## src/rtl/uart_tx_arbiter_if.sv

```systemverilog
// uart_tx_arbiter_if: requester byte streams and UART byte interface shared by the arbiter
interface uart_tx_arbiter_if #(
  parameter int N_REQ = 4
);
  logic [N_REQ-1:0]   req_valid;
  logic [8*N_REQ-1:0] req_data;
  logic [N_REQ-1:0]   req_last;
  logic [N_REQ-1:0]   req_ready;
  logic [N_REQ-1:0]   grant;
  logic [7:0]         tx_wdata;
  logic               tx_run_req;
  logic               tx_end_flag;
  logic               busy;
  logic               timeout_err;
  logic               err_clr;
  modport slave (
    input  req_valid, req_data, req_last, tx_end_flag, err_clr,
    output req_ready, grant, tx_wdata, tx_run_req, busy, timeout_err
  );
  modport master (
    output req_valid, req_data, req_last, tx_end_flag, err_clr,
    input  req_ready, grant, tx_wdata, tx_run_req, busy, timeout_err
  );
endinterface

```

## src/rtl/uart_tx_arbiter.sv

```systemverilog
// uart_tx_arbiter: packet-level round-robin arbiter sharing one UART transmit path
module uart_tx_arbiter #(
  parameter int N_REQ       = 4,
  parameter int TIMEOUT_CYC = 20000
) (
  input logic              clk,
  input logic              rst_n,
  uart_tx_arbiter_if.slave bus
);
  localparam int IW = $clog2(N_REQ);
  localparam int CW = $clog2(TIMEOUT_CYC + 1);
  typedef enum logic [1:0] {IDLE, LOAD, SEND, DONE} state_t;
  state_t state, state_n;
  logic [IW-1:0] rr_ptr, owner, pick;
  logic [CW-1:0] cnt;
  logic found, last_q, end_m, end_s, end_d, end_rise, hs, timeout;
  assign end_rise = end_s & ~end_d;
  assign hs       = (state == LOAD) & bus.req_valid[owner];
  assign timeout  = (state != IDLE) & (cnt == CW'(TIMEOUT_CYC));
  assign bus.grant      = (state == IDLE) ? '0 : N_REQ'(1) << owner;
  assign bus.req_ready  = (state == LOAD) ? bus.grant : '0;
  assign bus.tx_run_req = (state == SEND);
  assign bus.busy       = (state != IDLE);
  // round-robin scan upward from rr_ptr+1; the lowest offset wins
  always_comb begin
    pick  = '0;
    found = 1'b0;
    for (int k = N_REQ; k >= 1; k--) begin
      if (bus.req_valid[(int'(rr_ptr) + k) % N_REQ]) begin
        pick  = IW'((int'(rr_ptr) + k) % N_REQ);
        found = 1'b1;
      end
    end
  end
  // next state; the watchdog abort overrides every other transition
  always_comb begin
    state_n = state;
    unique case (state)
      IDLE:    state_n = found ? LOAD : IDLE;
      LOAD:    state_n = hs ? SEND : LOAD;
      SEND:    state_n = end_rise ? DONE : SEND;
      DONE:    state_n = end_s ? DONE : (last_q ? IDLE : LOAD);
      default: state_n = IDLE;
    endcase
    if (timeout) state_n = IDLE;
  end
  // state, packet ownership, byte latch, watchdog and sticky error
  always_ff @(posedge clk or negedge rst_n) begin
    if (!rst_n) begin
      state       <= IDLE;
      owner       <= '0;
      rr_ptr      <= IW'(N_REQ - 1);
      cnt         <= '0;
      last_q      <= 1'b0;
      bus.tx_wdata    <= 8'h00;
      bus.timeout_err <= 1'b0;
    end else begin
      state       <= state_n;
      owner       <= (state == IDLE && found) ? pick : owner;
      rr_ptr      <= (state != IDLE && state_n == IDLE) ? owner : rr_ptr;
      cnt         <= (state == IDLE || state_n != state) ? '0 : cnt + 1'b1;
      last_q      <= hs ? bus.req_last[owner] : last_q;
      bus.tx_wdata    <= hs ? bus.req_data[{owner, 3'b000} +: 8] : bus.tx_wdata;
      bus.timeout_err <= timeout | (bus.timeout_err & ~bus.err_clr);
    end
  end
  // two-flop synchronizer for the divided-clock done flag plus edge history
  always_ff @(posedge clk or negedge rst_n) begin
    if (!rst_n) begin
      end_m <= 1'b0;
      end_s <= 1'b0;
      end_d <= 1'b0;
    end else begin
      end_m <= bus.tx_end_flag;
      end_s <= end_m;
      end_d <= end_s;
    end
  end
endmodule

```

## src/flat_wrapper.sv

```systemverilog
// flat-port wrapper written by rule: the top's interface ports become plain ports
module uart_tx_arbiter_flat 
#(
  parameter int N_REQ       = 4,
  parameter int TIMEOUT_CYC = 20000
)
  (clk, rst_n, bus_req_valid, bus_req_data, bus_req_last, bus_tx_end_flag, bus_err_clr, bus_req_ready, bus_grant, bus_tx_wdata, bus_tx_run_req, bus_busy, bus_timeout_err);
  uart_tx_arbiter_if #(.N_REQ(N_REQ)) bus_i ();
  input logic clk;
  input logic rst_n;
  input wire logic [$bits(bus_i.req_valid)-1:0] bus_req_valid;
  input wire logic [$bits(bus_i.req_data)-1:0] bus_req_data;
  input wire logic [$bits(bus_i.req_last)-1:0] bus_req_last;
  input wire logic [$bits(bus_i.tx_end_flag)-1:0] bus_tx_end_flag;
  input wire logic [$bits(bus_i.err_clr)-1:0] bus_err_clr;
  output wire logic [$bits(bus_i.req_ready)-1:0] bus_req_ready;
  output wire logic [$bits(bus_i.grant)-1:0] bus_grant;
  output wire logic [$bits(bus_i.tx_wdata)-1:0] bus_tx_wdata;
  output wire logic [$bits(bus_i.tx_run_req)-1:0] bus_tx_run_req;
  output wire logic [$bits(bus_i.busy)-1:0] bus_busy;
  output wire logic [$bits(bus_i.timeout_err)-1:0] bus_timeout_err;
  assign bus_i.req_valid = bus_req_valid;
  assign bus_i.req_data = bus_req_data;
  assign bus_i.req_last = bus_req_last;
  assign bus_i.tx_end_flag = bus_tx_end_flag;
  assign bus_i.err_clr = bus_err_clr;
  assign bus_req_ready = bus_i.req_ready;
  assign bus_grant = bus_i.grant;
  assign bus_tx_wdata = bus_i.tx_wdata;
  assign bus_tx_run_req = bus_i.tx_run_req;
  assign bus_busy = bus_i.busy;
  assign bus_timeout_err = bus_i.timeout_err;
  uart_tx_arbiter #(.N_REQ(N_REQ), .TIMEOUT_CYC(TIMEOUT_CYC)) u_core (.clk(clk), .rst_n(rst_n), .bus(bus_i));
endmodule
```

## config.mk

```make
export PLATFORM = sky130hd
export DESIGN_NAME = uart_tx_arbiter_flat
export DESIGN_NICKNAME = d
export VERILOG_FILES = /design/src/rtl/uart_tx_arbiter_if.sv /design/src/rtl/uart_tx_arbiter.sv /design/src/flat_wrapper.sv
export SDC_FILE = /design/constraint.sdc
export NUM_CORES = 1
export LEC_CHECK = 0
export CAP_MARGIN = 10
export CORE_ASPECT_RATIO = 1.25
export CORE_MARGIN = 2
export CORE_UTILIZATION = 50
export DETAILED_ROUTE_END_ITERATION = 7
export HOLD_SLACK_MARGIN = 0.15
export PLACE_DENSITY = 0.81
export SYNTH_ARGS = -nofsm -noshare
export SYNTH_HDL_FRONTEND = slang
export SYNTH_SLANG_ARGS = --single-unit
export TNS_END_PERCENT = 10
```

## constraint.sdc

```tcl
create_clock -name clk -period 5 [get_ports clk]
set_input_delay 1.5 -clock clk [delete_from_list [all_inputs] [get_ports clk]]
set_output_delay 1.5 -clock clk [all_outputs]
set_load 0.02 [all_outputs]
```

==> Word-level counts from Yosys, hierarchy flattened <==
Index checks and enable logic that the tools add are counted.
W data, S select, Z words.
{ "totals": {"reg_bits": 34, "out_inout_bits": 19, "wordCells": 82} }
{ "classes": {"n_addsub": 5, "magnitude_cmp": 5, "n_eq_ne": 5, "n_shift": 2, "n_mux": 34, "bitwise": 11, "n_reduce_logical": 10} }
{ "ops": {"columns": ["op", "count"], "rows": [
  ["$shiftx A32 B6 Y8", 1],
  ["$mux W1", 17],
  ["$lt A3 B4 Y1 const B", 4],
  ["$add A15 B1 Y15 const B", 1],
  ["$eq A15 B15 Y1 const B", 1],
  ["$mux W15", 1],
  ["$mux W2", 7],
  ["$bmux W1 S2", 6],
  ["$mux W4", 2],
  ["$pmux W2 S4", 1],
  ["$reduce_or A2 Y1", 4],
  ["$add A2 B1 Y2 const B", 2],
  ["$add A2 B2 Y2 const B", 2],
  ["$and A1 B1 Y1", 4],
  ["$and A1 B1 Y1 const A", 4],
  ["$eq A2 B2 Y1 const B", 2],
  ["$logic_not A2 Y1", 2],
  ["$shl A1 B2 Y4 const A", 1],
  ["$lt A2 B3 Y1 const B", 1],
  ["$eq A2 B1 Y1 const B", 1],
  ["$logic_and A1 B1 Y1", 2],
  ["$ne A2 B2 Y1", 1],
  ["$not A1 Y1", 2],
  ["$reduce_bool A2 Y1", 1],
  ["2 further kinds", 2]
]} }

==> Logic depth before layout (Yosys ltp) <==
{ "logic_depth": {"word_depth": 16, "ltp_mapped": 7} }

==> Least setup slack after synthesis <==
Ideal clock, no wire load.
{ "synth_timing": {"path_type": "register to output", "from": "register u_core.owner[1]", "to": "output port bus_grant[0]", "arrival_time_ps": 1305, "setup_slack_ps": 2195, "path_stages_with_launch": 4, "path_buffers": 2, "path_cell_list": "dfrtp_1 -> buf_2 -> clkbuf_1 -> nor3_1"} }
{ "synth_via": {"elab_chain_cells": 2} }
{ "synth_lines": {"columns": ["item", "line_no", "source"], "rows": [
  ["from (decl)", "uart_tx_arbiter.sv:14", "logic [IW-1:0] rr_ptr, owner, pick;"],
  ["from (signal assigned)", "uart_tx_arbiter.sv:59", "owner <= (state == IDLE && found) ? pick : owner;"],
  ["$shl A1 B2 Y4", "uart_tx_arbiter.sv:20", "assign bus.grant = (state == IDLE) ? '0 : N_REQ'(1) << owner;"],
  ["$mux W4", "uart_tx_arbiter.sv:20", null],
  ["to (decl)", "flat_wrapper.sv:17", "output wire logic [$bits(bus_i.grant)-1:0] bus_grant;"]
]} }
No other way between the ends.

==> Worst setup path in the final report <==
{ "layout_timing": {"from": "register u_core.owner[0]", "to": "output port bus_grant[1]"} }
Same word-level chain as after synthesis.

==> key figures <==
Status
  – Outcome: finished clean

Die
  – I/O pins: 63
  – Area of the core: 3780 sq um
  – Die area: 4470 sq um
  – Die Ht: 74.3 microns
  – FP Rows: 25
  – Initial Util: 0.522
  – DIE WIDTH: between 60 and 70 microns

Drt
  – DRC: 0
  – First-pass DRT Iterations: 6
  – Average vias per placed instance: between 5 and 6
  – Total Wirelength: 4.48 mm
  – Initial drt markers: 107
  – Vias: 1609
  – DR WL/cell: around 15 microns
  – Routed Antenna Nets: 0

Power
  – Pwr Density: 502 nW/um^2
  – Static Leak: roughly 1.1 nW
  – VDD IR-drop max: between 0.3 and 0.4 mV

CTS
  – # resized after CTS: 0
  – Total CTS buffers: 5
  – CTS tree: yes
  – Post-CTS Setup Bufs: 0
  – Clk_lat worst skew: 0.29 ns
  – Clock Tree Root: clkbuf_8
  – # hold bufs at CTS: 0
  – Reg clk slew, reported paths: 0.06 ns
  – # H-tree levels: 2
  – Max Root-Sink Buffers: 2
  – Clock Sinks: 34

Layout
  – FF/Latch Area: 853 sq um
  – Footprint of the multi-input gates: 1040 sq um
  – Fill cells: 286
  – Fraction of layout cells with a size suffix above 1: 0.131
  – Post-route cell area: 2740 sq um
  – P&R area growth vs syn: 38.6%
  – Layout Nets: 290
  – N_diodes: 0

Worst setup path
  – Crit Path Max Fanout: 21
  – Worst Path Required: 3.50 ns
  – Critical setup path kind: reg2out
  – Startpoint types: flop
  – Family with the most delay on the worst path: flip-flops
  – Worst EP arrival: 2.21 ns
  – CP Buf/Inv Count: 1
  – Critical-path cell list: and2_1 -> nor2b_1 -> clkdlybuf4s50_1
  – Setup crit end kind: output pin
  – Critical path's largest stage delay: 0.93 ns
  – Slowest cell on crit path: dfrtp_1

Timing
  – Final Hold Viols: 0
  – Worst Tran Pin Value: between 0.8 and 0.9 ns
  – Slew Limit Headroom: 0.401
  – TNS Setup: 0 ns
  – Final Max Slew Viols: 0
  – Final setup violation count: 0
  – Fin Clk Skew: around 0.0075 ns
  – Fin crit period: between 3 and 4 ns
  – Fmax: 269 MHz
  – Final period utilization: 0.743
  – RSZ-0062 raised after global routing: false

Global route
  – Number of global-route vias before repair: 1571
  – First-pass GRT wire length: 7.20 mm
  – Largest net degree at the start of global routing: 35
  – GRT Overall Usage: 0.220
  – Initial antenna violation count: 0
  – Grt ovf: 0

Synthesis
  – Cell taking the most area after synthesis: dfrtp_1
  – Yosys cell types: 46
  – Area contributors post-synth: dfrtp_1 41%, mux4_2 10%, mux2_4 6.1%, nor2_1 4.6%, xnor2_1 3.5%
  – Sequential area share after synthesis: 0.432
  – Synth top cells by count: 32 x dfrtp_1, 24 x nor2_1, 11 x inv_1, 11 x nand2_1, 9 x mux4_2
  – Cell count after synthesis: 181
  – Number of synthesized register bits: 34
  – Main synth FF type: dfrtp_1
  – Post-synth EDFFs: 0
  – Count leader, synth: dfrtp_1
  – Async set or reset register ratio after synthesis: 1.00
  – Synthesis Warnings: 0
  – Top cell type's share of synthesized area: 0.405
  – Mapped Area: 1980 sq um
  – Syn_nets: 227
  – Synthesized area per cell: between 10 and 15 sq um

Hold path
  – Worst hold path type: reg2reg

Place
  – Hpwl dp: ~3.3 mm
  – Placer congestion estimate: approximately 0.8
  – IO Port Bufs: between 60 and 70
  – Post-DP Area: 2630 sq um

Job
  – Max cap viols: 0
state kept, by name (all words and copies together) (netlist names):
signal and flops:
u_core.cnt 15, u_core.bus.tx_wdata 8, u_core.owner 2, u_core.rr_ptr 2, u_core.state 2, u_core.bus.timeout_err 1, u_core.end_d 1, u_core.end_m 1
u_core.end_s 1, u_core.last_q 1
stage by stage:
stage,util,power [mW],std cells,setup slack (ns),hold WS (ns)
floorplan,-,0.914,181,2.20,0.331
global placement,0.695,1.13,291,1.52,0.338
detailed placement,0.695,1.14,291,1.48,0.344
CTS,0.724,1.38,299,1.25,0.359
global route,0.724,1.46,299,1.12,0.377
finish,0.724,1.37,299,1.29,0.353
cell usage in the layout, fill, tap and decap left out, types with 2 or more instances in the layout:
cell type         n
and3_1            5
nor3_1            5
xor2_1            4
clkdlybuf4s50_1  62
nor4b_1           2
nand4_1           3
inv_1            11
ha_1              2
dfstp_2           2
nor4_1            4
nand3_1           8
mux4_2            9
dfrtp_1          32
a21oi_1           3
nand2_1          11
nor2b_1           3
mux2_4            8
clkbuf_8          8
nor2_1           24
o21ai_0           4
xnor2_1           8
nand2b_1          4
area by class of cell:
class,count,share of cell area
clock buffers,8,0.0402
inverters,11,0.0151
multi-input cells,129,0.379
flip-flops and latches,34,0.312
well taps,54,0.0247
repair buffers,63,0.229
layer usage:
metal  wire length, microns  global-route usage  vias to the layer above
met2                   2300               0.349                       47
li1                       -                   -                      778
met1                   1860               0.278                      771
met5                      0                   0                        -
met4                    137               0.123                        0
met3                    185              0.0452                       13
kinds of logic (layout without fill, tap and decap cells):
group,after synthesis,after routing,synth area share
mux,20,20,0.180
xor+xnor,12,12,0.0532
fa+ha+maj,2,2,0.0127
simple gates,74,74,0.189
buf+inv,18,82,0.0424
flops,34,34,0.432
compound gates,21,21,0.0906
where the power goes:
part           internal [mW]  total (mW)  switching (mW)  leakage [nW]
sequential             0.355       0.482           0.127         0.429
combinational          0.371       0.656           0.285         0.639
clock                  0.139       0.236          0.0971        0.0575
worst paths after layout:
| kind | from | end | slack (ns) | cells past startpoint |
|---|---|---|---|---|
| worst max-delay path | u_core.owner[0]$_DFFE_PN0P_ | bus_grant[1] | 1.29 | 3 |
| worst min-delay path | u_core.end_m$_DFF_PN0_ | u_core.end_s$_DFF_PN0_ | 0.35 | 0 |
| worst max register to register | u_core.owner[1]$_DFFE_PN0P_ | u_core.bus.tx_wdata[6]$_DFFE_PN0P_ | 2.64 | 4 |
| worst min register to register | u_core.end_m$_DFF_PN0_ | u_core.end_s$_DFF_PN0_ | 0.35 | 0 |
| max in group asynchronous | rst_n | u_core.rr_ptr[0]$_DFFE_PN1P_ | 3.05 | 2 |
| min in group asynchronous | rst_n | u_core.cnt[3]$_DFF_PN0_ | 1.61 | 2 |
Note: power is estimated with default switching activity, not from simulation.
